===== config.mk =====
export PLATFORM = sky130hd
export DESIGN_NAME = pulse_cmd_scheduler_flat
export DESIGN_NICKNAME = d
export VERILOG_FILES = /design/src/rtl/pulse_sched_pkg.sv /design/src/rtl/pulse_cmd_scheduler_if.sv /design/src/rtl/pulse_cmd_scheduler_cmd_fifo.sv /design/src/rtl/pulse_cmd_scheduler.sv /design/src/flat_wrapper.sv
export SDC_FILE = /design/constraint.sdc
export NUM_CORES = 2
export LEC_CHECK = 0
export BUFFER_PORTS_ARGS = -buffer_cell sky130_fd_sc_hd__buf_2
export CAP_MARGIN = 20
export CELL_PAD_IN_SITES_DETAIL_PLACEMENT = 0
export CELL_PAD_IN_SITES_GLOBAL_PLACEMENT = 2
export CORE_AREA = 2 2 507 509
export CTS_CLUSTER_DIAMETER = 30
export DETAILED_ROUTE_END_ITERATION = 10
export DIE_AREA = 0 0 509 511
export PLACE_DENSITY_LB_ADDON = 0.1
export SETUP_SLACK_MARGIN = 0.4
export SLEW_MARGIN = 20
export SYNTH_ARGS = -nofsm -noshare
export SYNTH_HDL_FRONTEND = slang
export SYNTH_SLANG_ARGS = --single-unit

===== constraint.sdc =====
create_clock -name CLK -period 39.3 [get_ports CLK]
set_input_delay 11.79 -clock CLK [delete_from_list [all_inputs] [get_ports CLK]]
set_output_delay 11.79 -clock CLK [all_outputs]
set_load 0.1 [all_outputs]

===== src/rtl/pulse_sched_pkg.sv =====
// Shared types for the pulse-train command scheduler: command record, FSM states, tick rate.
package pulse_sched_pkg;

    localparam int TICKS_PER_US = 48;

    typedef struct packed {
        logic [47:0] DDS_freq;
        logic [47:0] DDS_dfreq;
        logic [31:0] DDS_drate;
        logic [47:0] TIME_START;
        logic [15:0] N_impuls;
        logic [1:0]  TYPE;
        logic [31:0] Ti;
        logic [31:0] Tp;
        logic [31:0] Tb1;
        logic [31:0] Tb2;
    } cmd_t;

    typedef enum logic [2:0] {IDLE, CHECK, LOAD, WAIT_ST, WAIT_DN, DROP} sched_state_t;

endpackage


===== src/rtl/pulse_cmd_scheduler_if.sv =====
// Host push bus and master load port of the scheduler.
// The master modport is the host/board side; the slave modport is the scheduler.
interface pulse_cmd_scheduler_if;

    logic        H_WR;
    logic [47:0] H_DDS_freq;
    logic [47:0] H_DDS_dfreq;
    logic [31:0] H_DDS_drate;
    logic [47:0] H_TIME_START;
    logic [15:0] H_N_impuls;
    logic [1:0]  H_TYPE;
    logic [31:0] H_Ti;
    logic [31:0] H_Tp;
    logic [31:0] H_Tb1;
    logic [31:0] H_Tb2;

    logic        WR_DATA;
    logic [47:0] MEM_DDS_freq;
    logic [47:0] MEM_DDS_dfreq;
    logic [31:0] MEM_DDS_drate;
    logic [47:0] MEM_TIME_START;
    logic [15:0] MEM_N_impuls;
    logic [1:0]  MEM_TYPE;
    logic [31:0] MEM_Ti;
    logic [31:0] MEM_Tp;
    logic [31:0] MEM_Tb1;
    logic [31:0] MEM_Tb2;

    modport master (
        output H_WR, H_DDS_freq, H_DDS_dfreq, H_DDS_drate, H_TIME_START, H_N_impuls,
               H_TYPE, H_Ti, H_Tp, H_Tb1, H_Tb2,
        input  WR_DATA, MEM_DDS_freq, MEM_DDS_dfreq, MEM_DDS_drate, MEM_TIME_START,
               MEM_N_impuls, MEM_TYPE, MEM_Ti, MEM_Tp, MEM_Tb1, MEM_Tb2
    );

    modport slave (
        input  H_WR, H_DDS_freq, H_DDS_dfreq, H_DDS_drate, H_TIME_START, H_N_impuls,
               H_TYPE, H_Ti, H_Tp, H_Tb1, H_Tb2,
        output WR_DATA, MEM_DDS_freq, MEM_DDS_dfreq, MEM_DDS_drate, MEM_TIME_START,
               MEM_N_impuls, MEM_TYPE, MEM_Ti, MEM_Tp, MEM_Tb1, MEM_Tb2
    );

endinterface


===== src/rtl/pulse_cmd_scheduler_cmd_fifo.sv =====
// Synchronous command FIFO with a registered head read; the head register tracks the read
// pointer every cycle, so it is valid one cycle after an entry lands or a pop retires.
module cmd_fifo
    import pulse_sched_pkg::*;
#(
    parameter int DEPTH = 8
) (
    input  logic                   CLK,
    input  logic                   RESET,
    input  logic                   push,
    input  logic                   pop,
    input  cmd_t                   din,
    output cmd_t                   head,
    output logic [$clog2(DEPTH):0] cnt,
    output logic                   full,
    output logic                   empty
);

    localparam int AW = $clog2(DEPTH);

    cmd_t          mem [DEPTH];
    logic [AW-1:0] wr_ptr, rd_ptr;
    logic          do_pop;

    assign do_pop = pop && !empty;
    assign full   = (cnt == (AW+1)'(DEPTH));
    assign empty  = (cnt == '0);

    always_ff @(posedge CLK) begin
        if (RESET) begin
            wr_ptr <= '0;
            rd_ptr <= '0;
            cnt    <= '0;
            head   <= '0;
        end else begin
            head <= mem[rd_ptr];
            if (push)
                wr_ptr <= wr_ptr + AW'(1);
            if (do_pop)
                rd_ptr <= rd_ptr + AW'(1);
            case ({push, do_pop})
                2'b10:   cnt <= cnt + (AW+1)'(1);
                2'b01:   cnt <= cnt - (AW+1)'(1);
                default: ;
            endcase
        end
    end

    always_ff @(posedge CLK) begin
        if (push)
            mem[wr_ptr] <= din;
    end

endmodule


===== src/rtl/pulse_cmd_scheduler.sv =====
// Queues host pulse-train commands and loads them one at a time into the pulse-train master.
// Optional late-command dropping is built when SCHED_LATE_CHECK_EN is defined.
module pulse_cmd_scheduler
    import pulse_sched_pkg::*;
#(
    parameter int DEPTH      = 8,
    parameter int LEAD_TICKS = 10 * TICKS_PER_US
) (
    input  logic                   CLK,
    input  logic                   RESET,
    pulse_cmd_scheduler_if.slave   bus,
    input  logic [47:0]            SYS_TIME,
    input  logic                   MASTER_BUSY,
    input  logic                   OVF_CLR,
    output logic [$clog2(DEPTH):0] FIFO_CNT,
    output logic                   FULL,
    output logic                   EMPTY,
    output logic                   OVF,
    output logic [15:0]            LATE_CNT
);

    sched_state_t state;
    cmd_t         h_cmd, head, ld;
    logic         push, pop, late, busy_q;

    assign h_cmd = '{DDS_freq:   bus.H_DDS_freq,   DDS_dfreq: bus.H_DDS_dfreq,
                     DDS_drate:  bus.H_DDS_drate,  TIME_START: bus.H_TIME_START,
                     N_impuls:   bus.H_N_impuls,   TYPE:      bus.H_TYPE,
                     Ti:         bus.H_Ti,         Tp:        bus.H_Tp,
                     Tb1:        bus.H_Tb1,        Tb2:       bus.H_Tb2};

    // A push into a full FIFO still succeeds when the head retires on the same edge.
    assign pop  = (state == LOAD) || (state == DROP);
    assign push = bus.H_WR && (!FULL || pop);

    cmd_fifo #(.DEPTH(DEPTH)) u_fifo (
        .CLK   (CLK),
        .RESET (RESET),
        .push  (push),
        .pop   (pop),
        .din   (h_cmd),
        .head  (head),
        .cnt   (FIFO_CNT),
        .full  (FULL),
        .empty (EMPTY)
    );

    always_ff @(posedge CLK) begin
        if (RESET)
            OVF <= 1'b0;
        else if (bus.H_WR && FULL && !pop)
            OVF <= 1'b1;
        else if (OVF_CLR)
            OVF <= 1'b0;
    end

`ifdef SCHED_LATE_CHECK_EN
    assign late = {1'b0, head.TIME_START} < ({1'b0, SYS_TIME} + 49'(LEAD_TICKS));

    always_ff @(posedge CLK) begin
        if (RESET)
            LATE_CNT <= '0;
        else if (state == DROP && LATE_CNT != 16'hFFFF)
            LATE_CNT <= LATE_CNT + 16'd1;
    end
`else
    assign late     = 1'b0;
    assign LATE_CNT = '0;
`endif

    always_ff @(posedge CLK) begin
        if (RESET) begin
            state       <= IDLE;
            bus.WR_DATA <= 1'b0;
            ld          <= '0;
            busy_q      <= 1'b0;
        end else begin
            busy_q      <= MASTER_BUSY;
            bus.WR_DATA <= 1'b0;
            case (state)
                IDLE:    if (!EMPTY && !MASTER_BUSY) state <= CHECK;
                CHECK: begin
                    if (late) begin
                        state <= DROP;
                    end else begin
                        ld          <= head;
                        bus.WR_DATA <= 1'b1;
                        state       <= LOAD;
                    end
                end
                LOAD:    state <= WAIT_ST;
                // The master may start early (busy rising) before SYS_TIME reaches the start.
                WAIT_ST: if (SYS_TIME >= ld.TIME_START || (MASTER_BUSY && !busy_q)) state <= WAIT_DN;
                WAIT_DN: if (!MASTER_BUSY) state <= IDLE;
                default: state <= IDLE;
            endcase
        end
    end

    assign bus.MEM_DDS_freq   = ld.DDS_freq;
    assign bus.MEM_DDS_dfreq  = ld.DDS_dfreq;
    assign bus.MEM_DDS_drate  = ld.DDS_drate;
    assign bus.MEM_TIME_START = ld.TIME_START;
    assign bus.MEM_N_impuls   = ld.N_impuls;
    assign bus.MEM_TYPE       = ld.TYPE;
    assign bus.MEM_Ti         = ld.Ti;
    assign bus.MEM_Tp         = ld.Tp;
    assign bus.MEM_Tb1        = ld.Tb1;
    assign bus.MEM_Tb2        = ld.Tb2;

endmodule


===== src/flat_wrapper.sv =====
// flat-port wrapper written by rule: the top's interface ports become plain ports
module pulse_cmd_scheduler_flat import pulse_sched_pkg::*;
#(
    parameter int DEPTH      = 8,
    parameter int LEAD_TICKS = 10 * TICKS_PER_US
)
  (CLK, RESET, SYS_TIME, MASTER_BUSY, OVF_CLR, FIFO_CNT, FULL, EMPTY, OVF, LATE_CNT, bus_H_WR, bus_H_DDS_freq, bus_H_DDS_dfreq, bus_H_DDS_drate, bus_H_TIME_START, bus_H_N_impuls, bus_H_TYPE, bus_H_Ti, bus_H_Tp, bus_H_Tb1, bus_H_Tb2, bus_WR_DATA, bus_MEM_DDS_freq, bus_MEM_DDS_dfreq, bus_MEM_DDS_drate, bus_MEM_TIME_START, bus_MEM_N_impuls, bus_MEM_TYPE, bus_MEM_Ti, bus_MEM_Tp, bus_MEM_Tb1, bus_MEM_Tb2);
  pulse_cmd_scheduler_if bus_i ();
  input  logic CLK;
  input  logic RESET;
  input  logic [47:0] SYS_TIME;
  input  logic MASTER_BUSY;
  input  logic OVF_CLR;
  output logic [$clog2(DEPTH):0] FIFO_CNT;
  output logic FULL;
  output logic EMPTY;
  output logic OVF;
  output logic [15:0] LATE_CNT;
  input wire logic [$bits(bus_i.H_WR)-1:0] bus_H_WR;
  input wire logic [$bits(bus_i.H_DDS_freq)-1:0] bus_H_DDS_freq;
  input wire logic [$bits(bus_i.H_DDS_dfreq)-1:0] bus_H_DDS_dfreq;
  input wire logic [$bits(bus_i.H_DDS_drate)-1:0] bus_H_DDS_drate;
  input wire logic [$bits(bus_i.H_TIME_START)-1:0] bus_H_TIME_START;
  input wire logic [$bits(bus_i.H_N_impuls)-1:0] bus_H_N_impuls;
  input wire logic [$bits(bus_i.H_TYPE)-1:0] bus_H_TYPE;
  input wire logic [$bits(bus_i.H_Ti)-1:0] bus_H_Ti;
  input wire logic [$bits(bus_i.H_Tp)-1:0] bus_H_Tp;
  input wire logic [$bits(bus_i.H_Tb1)-1:0] bus_H_Tb1;
  input wire logic [$bits(bus_i.H_Tb2)-1:0] bus_H_Tb2;
  output wire logic [$bits(bus_i.WR_DATA)-1:0] bus_WR_DATA;
  output wire logic [$bits(bus_i.MEM_DDS_freq)-1:0] bus_MEM_DDS_freq;
  output wire logic [$bits(bus_i.MEM_DDS_dfreq)-1:0] bus_MEM_DDS_dfreq;
  output wire logic [$bits(bus_i.MEM_DDS_drate)-1:0] bus_MEM_DDS_drate;
  output wire logic [$bits(bus_i.MEM_TIME_START)-1:0] bus_MEM_TIME_START;
  output wire logic [$bits(bus_i.MEM_N_impuls)-1:0] bus_MEM_N_impuls;
  output wire logic [$bits(bus_i.MEM_TYPE)-1:0] bus_MEM_TYPE;
  output wire logic [$bits(bus_i.MEM_Ti)-1:0] bus_MEM_Ti;
  output wire logic [$bits(bus_i.MEM_Tp)-1:0] bus_MEM_Tp;
  output wire logic [$bits(bus_i.MEM_Tb1)-1:0] bus_MEM_Tb1;
  output wire logic [$bits(bus_i.MEM_Tb2)-1:0] bus_MEM_Tb2;
  assign bus_i.H_WR = bus_H_WR;
  assign bus_i.H_DDS_freq = bus_H_DDS_freq;
  assign bus_i.H_DDS_dfreq = bus_H_DDS_dfreq;
  assign bus_i.H_DDS_drate = bus_H_DDS_drate;
  assign bus_i.H_TIME_START = bus_H_TIME_START;
  assign bus_i.H_N_impuls = bus_H_N_impuls;
  assign bus_i.H_TYPE = bus_H_TYPE;
  assign bus_i.H_Ti = bus_H_Ti;
  assign bus_i.H_Tp = bus_H_Tp;
  assign bus_i.H_Tb1 = bus_H_Tb1;
  assign bus_i.H_Tb2 = bus_H_Tb2;
  assign bus_WR_DATA = bus_i.WR_DATA;
  assign bus_MEM_DDS_freq = bus_i.MEM_DDS_freq;
  assign bus_MEM_DDS_dfreq = bus_i.MEM_DDS_dfreq;
  assign bus_MEM_DDS_drate = bus_i.MEM_DDS_drate;
  assign bus_MEM_TIME_START = bus_i.MEM_TIME_START;
  assign bus_MEM_N_impuls = bus_i.MEM_N_impuls;
  assign bus_MEM_TYPE = bus_i.MEM_TYPE;
  assign bus_MEM_Ti = bus_i.MEM_Ti;
  assign bus_MEM_Tp = bus_i.MEM_Tp;
  assign bus_MEM_Tb1 = bus_i.MEM_Tb1;
  assign bus_MEM_Tb2 = bus_i.MEM_Tb2;
  pulse_cmd_scheduler #(.DEPTH(DEPTH), .LEAD_TICKS(LEAD_TICKS)) u_core (.CLK(CLK), .RESET(RESET), .bus(bus_i), .SYS_TIME(SYS_TIME), .MASTER_BUSY(MASTER_BUSY), .OVF_CLR(OVF_CLR), .FIFO_CNT(FIFO_CNT), .FULL(FULL), .EMPTY(EMPTY), .OVF(OVF), .LATE_CNT(LATE_CNT));
endmodule

==> run metrics <==
Layout area overhead 25.0%; Starting Density 45.7%; total grt overflow 0; Yosys warning total 0; routability congestion estimate 0.764; max_cap viols 0; Setup TNS Final 0 ns; Net count, final 7,615; synthesized instance count 6,076; Routed Antenna Nets 0; PostCTS Resize Cnt 0; Routed WL 281,000 um; commonest non-fill, non-tap cell in the layout edfxtp_1; f_max a little under 70 MHz; Hold Slack 0.416 ns; TritonCTS sink count 3,236; Worst Hold Class flop to flop; vias in the first global route between 60,000 and 70,000; total global-route track usage 21.3%; syn_area_per_cell a little under 20 um^2; dpl ws 23.61 ns; HPWL after detailed placement 155,000 um; H-tree depth 6; Final Critical Period 14.54 ns; most frequent cells in the layout 2,576 x edfxtp_1, 703 x buf_2, 657 x dfxtp_1; cell area after synthesis 117,000 um^2; synthesized flop and latch total 3,236; clock-pin slew on the worst setup and hold paths 0.04 ns; crit share post-route between 30% and 40%; clk_lat worst skew slightly above 0.9 ns; WP data required 39.79 ns; Final Hold Vio Count 0; root buffer cell clkbuf_16; RSZ-0062 raised after global routing false; Most used DFF post-synth edfxtp_1; Die W 509 um; post-synthesis sequential area ratio 77.5%; WP data arrival 15.03 ns; CP Class input pin to flop; Slew Limit Fails 0; CORE AREA 255,000 um^2; initial DRC count between 3,000 and 4,000; Worst Setup Start Kind input pin; post-DR vias/cell roughly 5.3; slack of the critical path 24.76 ns; Die ar. between 200,000 and 300,000 um^2; first-pass GRT wire length 411,000 um; Distinct cells, synth 46; worst-path fanout max 113; initial antenna violation count 152; Die Ht between 500 and 600 um; FFs w/ async S/R, synth 0%; first drt pass iteration count 5; Clock Tree Buf Depth 4; CTS Hold Bufs 0; pwr dens 66.2 nW/um^2; DRC viols 0; R2R Setup Slk between 30 and 40 ns; CP endpoint kind flop; Static Leak 49.1 nW; Ports 721; Rows 186; Filler cells 19,600; DR vias 59,500; CTS tree yes; largest net degree at the start of global routing 146; CTS buffer count 630; clock skew 0.0475 ns; Slew HR 30.8%; final setup vio count 0; VDD IR max 0.0410 mV; layout cell share with drive strength beyond 1 between 30 and 40%; Post-synth EDFFs 2,576; outcome completed; IO Port Bufs 704; Slew @ Worst Pin 1.04 ns; wire per inst approximately 25 um; Post-CTS Repair Setup Buffers 0
registers in the layout, summed over array words and instances (netlist names), 4 cells and up:
signal,cells
u_core.bus.MEM_Tp,32
u_core.bus.MEM_DDS_drate,32
u_core.bus.MEM_TIME_START,48
u_core.bus.MEM_Tb1,32
u_core.u_fifo.cnt,4
u_core.u_fifo.head,322
u_core.bus.MEM_Tb2,32
u_core.u_fifo.mem,2576
u_core.bus.MEM_Ti,32
u_core.bus.MEM_N_impuls,16
u_core.bus.MEM_DDS_freq,48
u_core.bus.MEM_DDS_dfreq,48
cells by family after synthesis:
family / Yosys count / synth area share (%)
flip-flops: 3236 / 77.5
AND/OR/NAND/NOR: 1039 / 3.42
multiplexers: 968 / 15.2
buffers and inverters: 395 / 1.51
AO/OA/AOI/OAI: 375 / 1.68
adder cells (fa/ha/maj): 54 / 0.585
XOR/XNOR: 8 / 0.0600
other: 1 / 0.00321
final timing paths:
kind / start / end / cells after the start
setup reg to reg: u_core.u_fifo.rd_ptr[0] / u_core.u_fifo.head[56] / 8
hold reg to reg: u_core.u_fifo.head[284] / u_core.bus.MEM_DDS_freq[10] / 2
setup / recovery: bus_H_WR / u_core.u_fifo.mem[1][204] / 7
hold / removal: u_core.u_fifo.head[284] / u_core.bus.MEM_DDS_freq[10] / 2
through the flow:
step	utilization (%)	total power [mW]	cells	cell area, um^2
after detailed placement	48.6	4.34	9936	124000
after CTS	57.1	9.76	11100	146000
after floorplan	-	4.23	6091	117000
after global placement	48.6	4.33	9936	124000
after global routing	57.2	9.96	11100	146000
final	57.2	9.66	11100	146000
cell usage after synthesis, types with 4 or more instances:
library cell  number  share of area [%]
inv_1             54               0.17
buf_4             16               0.10
nand2_1          656                2.1
nand3_1            5              0.021
mux2i_1          324                2.8
clkbuf_1         142               0.46
o21ai_0            7              0.030
nand2b_1           4              0.021
nand4_1            7              0.037
buf_6              6              0.058
a21oi_1          342                1.5
dfxtp_1          660                 11
a21o_1            10              0.064
edfxtp_1        2576                 66
nor3_1             4              0.017
mux4_2           644                 12
buf_1             34               0.11
buf_2            143               0.61
ha_1              53               0.57
nor2_1           349                1.1
xor2_1             5              0.037
critical path, stage by stage:
cell and delay [ns]:
buf_2 0.14, nand2_1 0.15, or2_2 0.42, nor2_4 0.15
buf_12 0.64, buf_4 0.71, buf_4 0.86
cell type report:
cell class | instances | area, um^2 | area share (%)
clock inverters | 405 | 4850 | 3.32
clock buffers | 763 | 17000 | 11.6
diodes | 31 | 77.6 | 0.0531
well taps | 3384 | 4230 | 2.90
inverters | 54 | 203 | 0.139
multi-input cells | 2460 | 24600 | 16.8
flip-flops and latches | 3236 | 90600 | 62.0
repair buffers | 804 | 4470 | 3.06
power breakdown:
group	total [mW]	switching (mW)	internal, mW
sequential	3.85	0.0338	3.82
combinational	0.425	0.323	0.101
clock	5.38	1.78	3.61
routing by layer:
metal | vias to the layer above | share of wire [%] | wire (um) | track usage (%)
met5 | - | 0.27 | 749 | 0
met4 | 122 | 2.1 | 5860 | 6.42
met3 | 593 | 7.3 | 20500 | 6.04
met2 | 1810 | 47 | 132000 | 32.9
met1 | 30900 | 43 | 122000 | 29.5
li1 | 26100 | - | - | -
Power figures use the tool's default switching activity.
